`src/rtl/rggen_register_responder.sv`:
```
// Single-register responder on the rggen register bus: address decode, programmable
// wait states, one-cycle ready/status response, and the register storage itself.
module rggen_register_responder #(
    parameter int                         ADDRESS_WIDTH = 16,
    parameter int                         DATA_WIDTH    = 32,
    parameter logic [ADDRESS_WIDTH-1:0]   START_ADDRESS = '0,
    parameter int                         WAIT_CYCLES   = 0,
    parameter bit                         READABLE      = 1'b1,
    parameter bit                         WRITABLE      = 1'b1,
    parameter logic [DATA_WIDTH-1:0]      INITIAL_VALUE = '0
) (
    input  logic                      clk,
    input  logic                      rst_n,
    input  logic                      request,
    input  logic [ADDRESS_WIDTH-1:0]  address,
    input  logic                      direction,
    input  logic [DATA_WIDTH-1:0]     write_data,
    input  logic [DATA_WIDTH/8-1:0]   write_strobe,
    output logic                      select,
    output logic                      ready,
    output logic [DATA_WIDTH-1:0]     read_data,
    output logic [1:0]                status,
    output logic [DATA_WIDTH-1:0]     value,
    input  logic                      i_hw_write,
    input  logic [DATA_WIDTH-1:0]     i_hw_write_data,
    output logic [DATA_WIDTH-1:0]     o_value
);

    localparam int         BYTES             = DATA_WIDTH / 8;
    localparam int         LSB               = $clog2(BYTES);
    localparam logic [1:0] RGGEN_OKAY        = 2'b00;
    localparam logic [1:0] RGGEN_SLAVE_ERROR = 2'b10;
    localparam logic       RGGEN_READ        = 1'b0;
    localparam logic       RGGEN_WRITE       = 1'b1;

    typedef enum logic [1:0] {ST_IDLE, ST_WAIT, ST_RESP} state_t;

    state_t                 state;
    logic [7:0]             count;
    logic                   dir_q;
    logic [DATA_WIDTH-1:0]  wdata_q;
    logic [BYTES-1:0]       strb_q;
    logic [DATA_WIDTH-1:0]  value_q;

    logic                   dir_n;
    logic                   access_err;
    logic                   enter_resp;
    logic                   commit;

    // Byte-offset bits drop out of the compare after the shift.
    assign select = request && (((address ^ START_ADDRESS) >> LSB) == '0);

    // With zero wait states the response is built from the live bus direction,
    // since the latched copy is only loaded on the same edge.
    assign dir_n      = (state == ST_IDLE) ? direction : dir_q;
    assign access_err = (dir_n == RGGEN_WRITE) ? !WRITABLE : !READABLE;
    assign enter_resp = ((state == ST_IDLE) && select && (WAIT_CYCLES == 0)) ||
                        ((state == ST_WAIT) && (count == 8'd1));
    assign commit     = (state == ST_RESP) && (dir_q == RGGEN_WRITE) && WRITABLE;

    always_ff @(posedge clk or negedge rst_n) begin
        if (!rst_n) begin
            state     <= ST_IDLE;
            count     <= '0;
            dir_q     <= RGGEN_READ;
            wdata_q   <= '0;
            strb_q    <= '0;
            ready     <= 1'b0;
            read_data <= '0;
            status    <= RGGEN_OKAY;
        end else begin
            ready     <= enter_resp;
            status    <= (enter_resp && access_err) ? RGGEN_SLAVE_ERROR : RGGEN_OKAY;
            read_data <= (enter_resp && !access_err && (dir_n == RGGEN_READ)) ? value_q : '0;
            case (state)
                ST_IDLE: begin
                    if (select) begin
                        dir_q   <= direction;
                        wdata_q <= write_data;
                        strb_q  <= write_strobe;
                        count   <= 8'(WAIT_CYCLES);
                        state   <= (WAIT_CYCLES > 0) ? ST_WAIT : ST_RESP;
                    end
                end
                ST_WAIT: begin
                    count <= count - 8'd1;
                    if (count == 8'd1) state <= ST_RESP;
                end
                ST_RESP: state <= ST_IDLE;
                default: state <= ST_IDLE;
            endcase
        end
    end

    // Bus write owns strobed bytes on the commit edge; a hw update fills the rest.
    always_ff @(posedge clk or negedge rst_n) begin
        if (!rst_n) begin
            value_q <= INITIAL_VALUE;
        end else begin
            for (int b = 0; b < BYTES; b++) begin
                if (commit && strb_q[b])
                    value_q[8*b +: 8] <= wdata_q[8*b +: 8];
                else if (i_hw_write)
                    value_q[8*b +: 8] <= i_hw_write_data[8*b +: 8];
            end
        end
    end

    assign value   = value_q;
    assign o_value = value_q;

endmodule

```
`config.mk`:
```
export PLATFORM = sky130hd
export DESIGN_NAME = rggen_register_responder
export DESIGN_NICKNAME = d
export VERILOG_FILES = /design/src/rtl/rggen_register_responder.sv
export SDC_FILE = /design/constraint.sdc
export NUM_CORES = 1
export LEC_CHECK = 0
export ABC_AREA = 0
export BUFFER_PORTS_ARGS = -buffer_cell sky130_fd_sc_hd__buf_4
export CORE_UTILIZATION = 52
export CTS_CLUSTER_SIZE = 30
export DETAILED_ROUTE_END_ITERATION = 8
export GPL_ROUTABILITY_DRIVEN = 0
export GPL_TIMING_DRIVEN = 0
export PLACE_DENSITY = 0.81
export REMOVE_ABC_BUFFERS = 1
export SLEW_MARGIN = 20
export SYNTH_ARGS = -nofsm -noshare
export SYNTH_HDL_FRONTEND = slang
export SYNTH_SLANG_ARGS = --single-unit
```
`constraint.sdc`:
```
create_clock -name clk -period 4.65 [get_ports clk]
set_input_delay 0.6975 -clock clk [delete_from_list [all_inputs] [get_ports clk]]
set_output_delay 0.6975 -clock clk [all_outputs]
set_load 0.02 [all_outputs]
```
==> impl_metrics.json <==
{
  "status": "complete, no violations",
  "syn_inst": 377,
  "drt_drc_violations_left": 0,
  "gr-total-overflow": 0,
  "cts_tree": "built",
  "drt-total-wl_mm": 9.54,
  "antenna_found_initial": 0,
  "ys_seq_elements": 103,
  "p_int_uw": 1270,
  "synth_compound_gate_area_share": 0.0347,
  "drt_first_iter_violations": 52,
  "slew_violations": 0,
  "die_h_um": 96.2,
  "tritoncts.num_buffers": 9,
  "final_cell_area_um2": 6010,
  "cp_data_required_time_ns": 3.95,
  "combinational_family_with_the_most_area_after_synthesis": "multiplexers",
  "timing.slew.headroom": 0.394,
  "crit_top_cell": "sky130_fd_sc_hd__buf_4",
  "totalNegativeSetupSlack_ns": 0,
  "critical-path-max-stage-delay_ns": 0.62,
  "synth_xor_area_frac": 0,
  "post_synth_mux_area_share": 0.160,
  "post_synth.cell_area_avg_um2": 12.2,
  "floorplan.initialDensity": 0.532,
  "ir_worst_vdd_mv": 0.201,
  "critical_path_class": "primary input to output pin",
  "seq_power_share": 0.543,
  "cts_buffer_depth": 2,
  "startpoint_type": "primary input",
  "detailedPlacementHpwl_mm": 6.74,
  "worst_hold_slack_ns": 0.439,
  "unrepaired_setup_endpoints_after_global_routing": "no",
  "num_rows": 34,
  "sw_frac_of_total": 0.275,
  "dp.cells": 612,
  "arrival_ns": 2.46,
  "placed_cell_area_um2": 5840,
  "yosys.cell_count.top_type": "sky130_fd_sc_hd__dfrtp_1",
  "critical-path-slowest-cell": "sky130_fd_sc_hd__nand3_2",
  "most_frequently_used_flop_master_after_synthesis": "sky130_fd_sc_hd__dfrtp_1",
  "antenna_violating_nets_post_route": 0,
  "cells_taking_the_most_area_after_synthesis": "sky130_fd_sc_hd__dfrtp_1 (56%), sky130_fd_sc_hd__mux2_2 (9.0%), sky130_fd_sc_hd__nor4_2 (7.6%), sky130_fd_sc_hd__mux2i_1 (6.9%), sky130_fd_sc_hd__buf_4 (5.9%)",
  "non_filler_cells_final": 627,
  "horiz_die_dim_um": 96.2,
  "worst_pin_slew_ns": 0.908,
  "grt_pass1_wl_mm": 14.7,
  "placement.io_buffers": 184,
  "die-area_um2": 9260,
  "finalSetupViolations": 0,
  "powerDensity_nw_per_um2": 292,
  "clkSinkCount": 103,
  "synth_commonest_cells": "sky130_fd_sc_hd__dfrtp_1 (103), sky130_fd_sc_hd__mux2_2 (37), sky130_fd_sc_hd__buf_4 (36)",
  "cts_root_buffer": "sky130_fd_sc_hd__clkbuf_8",
  "cp_max_fo": 17,
  "cts_hold_buf": 0,
  "clk_pin_slew_ns": 0.10,
  "io_pins": 189,
  "via_count_of_the_first_global_routing_pass": 3038,
  "filler_cell_count": 689,
  "layout_cell_share_with_drive_strength_beyond_1": 0.522,
  "critPathCaptureType": "output pin",
  "nets": 604,
  "switchingPower_uw": 483,
  "insertedDiodeCount": 0,
  "vias": 3152,
  "yosys.area_share.simple": 0.135,
  "yosysTopAreaCell": "sky130_fd_sc_hd__dfrtp_1",
  "synth.yosys.warnings": 0,
  "cap_viol_max_count": 0,
  "final-hold-violation-count": 0,
  "fmaxAchievable_ghz": 0.316,
  "synth.top_cell.area_share": 0.558,
  "ys_seq_area_frac": 0.558,
  "share_of_flip_flops_with_an_asynchronous_set_or_reset_after_synthesis": 1.00,
  "hold_path_class": "primary input to asynchronous set/reset pin",
  "p_leak_uw": 0.00306,
  "number_of_setup_buffers_added_after_cts": 0,
  "clkLatencyLatePin_ns": 0.35,
  "synth-edff-count": 0,
  "routedWlPerCell_um": 15.2,
  "final.period_utilization": 0.679,
  "overall_routing_resource_usage": 0.212,
  "drt-vias-per-instance": 5.03,
  "syn2layout_area_growth_pct": 30.1,
  "postCtsResizedCells": 0,
  "synth.distinct_cells": 23,
  "worst_clock_skew_ns": 0.0144,
  "critical_path_cell_list": "buf_4 -> nor4b_1 -> nand3_2 -> nor3_1 -> buf_4",
  "power_frac_clock": 0.283,
  "synth_area_um2": 4620,
  "drt_pre_antenna_iters": 4,
  "cts_max_level": 3,
  "period_minus_slack_ns": 3.16,
  "synth-adder-area-share": 0,
  "share_of_total_power_in_combinational_logic": 0.174,
  "pin_count_of_the_biggest_net_entering_global_routing": 104,
  "core_area_um2": 8680
}
## worst max-delay path: cells and delay by family
family	cells	cell delay [ns]
and+or+nand+nor	3	1.47
buffers and inverters	2	0.30
## cell usage in the layout (no fill, tap or decap), types with 3 or more instances in the layout
| master | n |
|---|---|
| sky130_fd_sc_hd__o21ai_0 | 32 |
| sky130_fd_sc_hd__nand2_1 | 32 |
| sky130_fd_sc_hd__buf_16 | 3 |
| sky130_fd_sc_hd__buf_4 | 183 |
| sky130_fd_sc_hd__dfrtp_1 | 103 |
| sky130_fd_sc_hd__and3_1 | 4 |
| sky130_fd_sc_hd__clkbuf_8 | 10 |
| sky130_fd_sc_hd__mux2_2 | 37 |
| sky130_fd_sc_hd__nor4_1 | 5 |
| sky130_fd_sc_hd__inv_1 | 32 |
| sky130_fd_sc_hd__nor4_2 | 28 |
| sky130_fd_sc_hd__mux2i_1 | 32 |
## power groups by stage
stage	Combinational (uW)	Clock (uW)	Sequential, uW
final	305	498	954
after global routing	331	538	960
after CTS	308	516	955
after detailed placement	308	0	972
after global placement	301	0	970
after floorplan	50.4	0	1040
## cell families (layout without fill, tap and decap cells)
logic type,after synthesis,count (layout)
AO/OA/AOI/OAI,32,32
AND/OR/NAND/NOR,79,79
other,1,2
multiplexers,69,69
flip-flops,103,103
buffers and inverters,93,234
## area by class of cell
class / instances / area (um^2) / share of cell area
clock buffer: 11 / 141 / 0.0235
multi-input combinational: 182 / 1540 / 0.256
clock inverter: 4 / 30.0 / 0.00500
sequential: 103 / 2580 / 0.429
inverter: 32 / 120 / 0.0200
tap: 108 / 135 / 0.0225
timing repair buffer: 187 / 1470 / 0.244
## through the flow
step | power, uW | setup WS (ns) | util
floorplan | 1090 | 0.942 | -
global placement | 1270 | 0.521 | 0.662
detailed placement | 1280 | 1.49 | 0.672
CTS | 1780 | 1.48 | 0.692
global route | 1830 | 1.38 | 0.692
finish | 1760 | 1.49 | 0.692
## path summary, 6_finish.rpt
path	endpoint	startpoint	cells after the start	slack, ns
max	select	address[11]	5	1.49
min	wdata_q[20]	rst_n	1	0.44
max reg2reg	wdata_q[15]	state[1]	4	2.43
min reg2reg	o_value[28]	wdata_q[28]	2	0.46
max in group asynchronous	read_data[29]	rst_n	1	3.59
min in group clk	o_value[28]	wdata_q[28]	2	0.46
## sequential cells by signal (all words and copies together) (netlist names)
signal,count
dir_q,1
o_value,32
read_data,32
ready,1
state,1
strb_q,4
wdata_q,32
## metal layers
| layer | vias up | global-route usage | wire [um] |
|---|---|---|---|
| met2 | 100 | 0.382 | 5180 |
| li1 | 1521 | - | - |
| met4 | 0 | 0.0883 | 135 |
| met5 | - | 0 | 0 |
| met3 | 13 | 0.0355 | 485 |
| met1 | 1518 | 0.248 | 3740 |
Note: power is estimated with default switching activity, not from simulation.
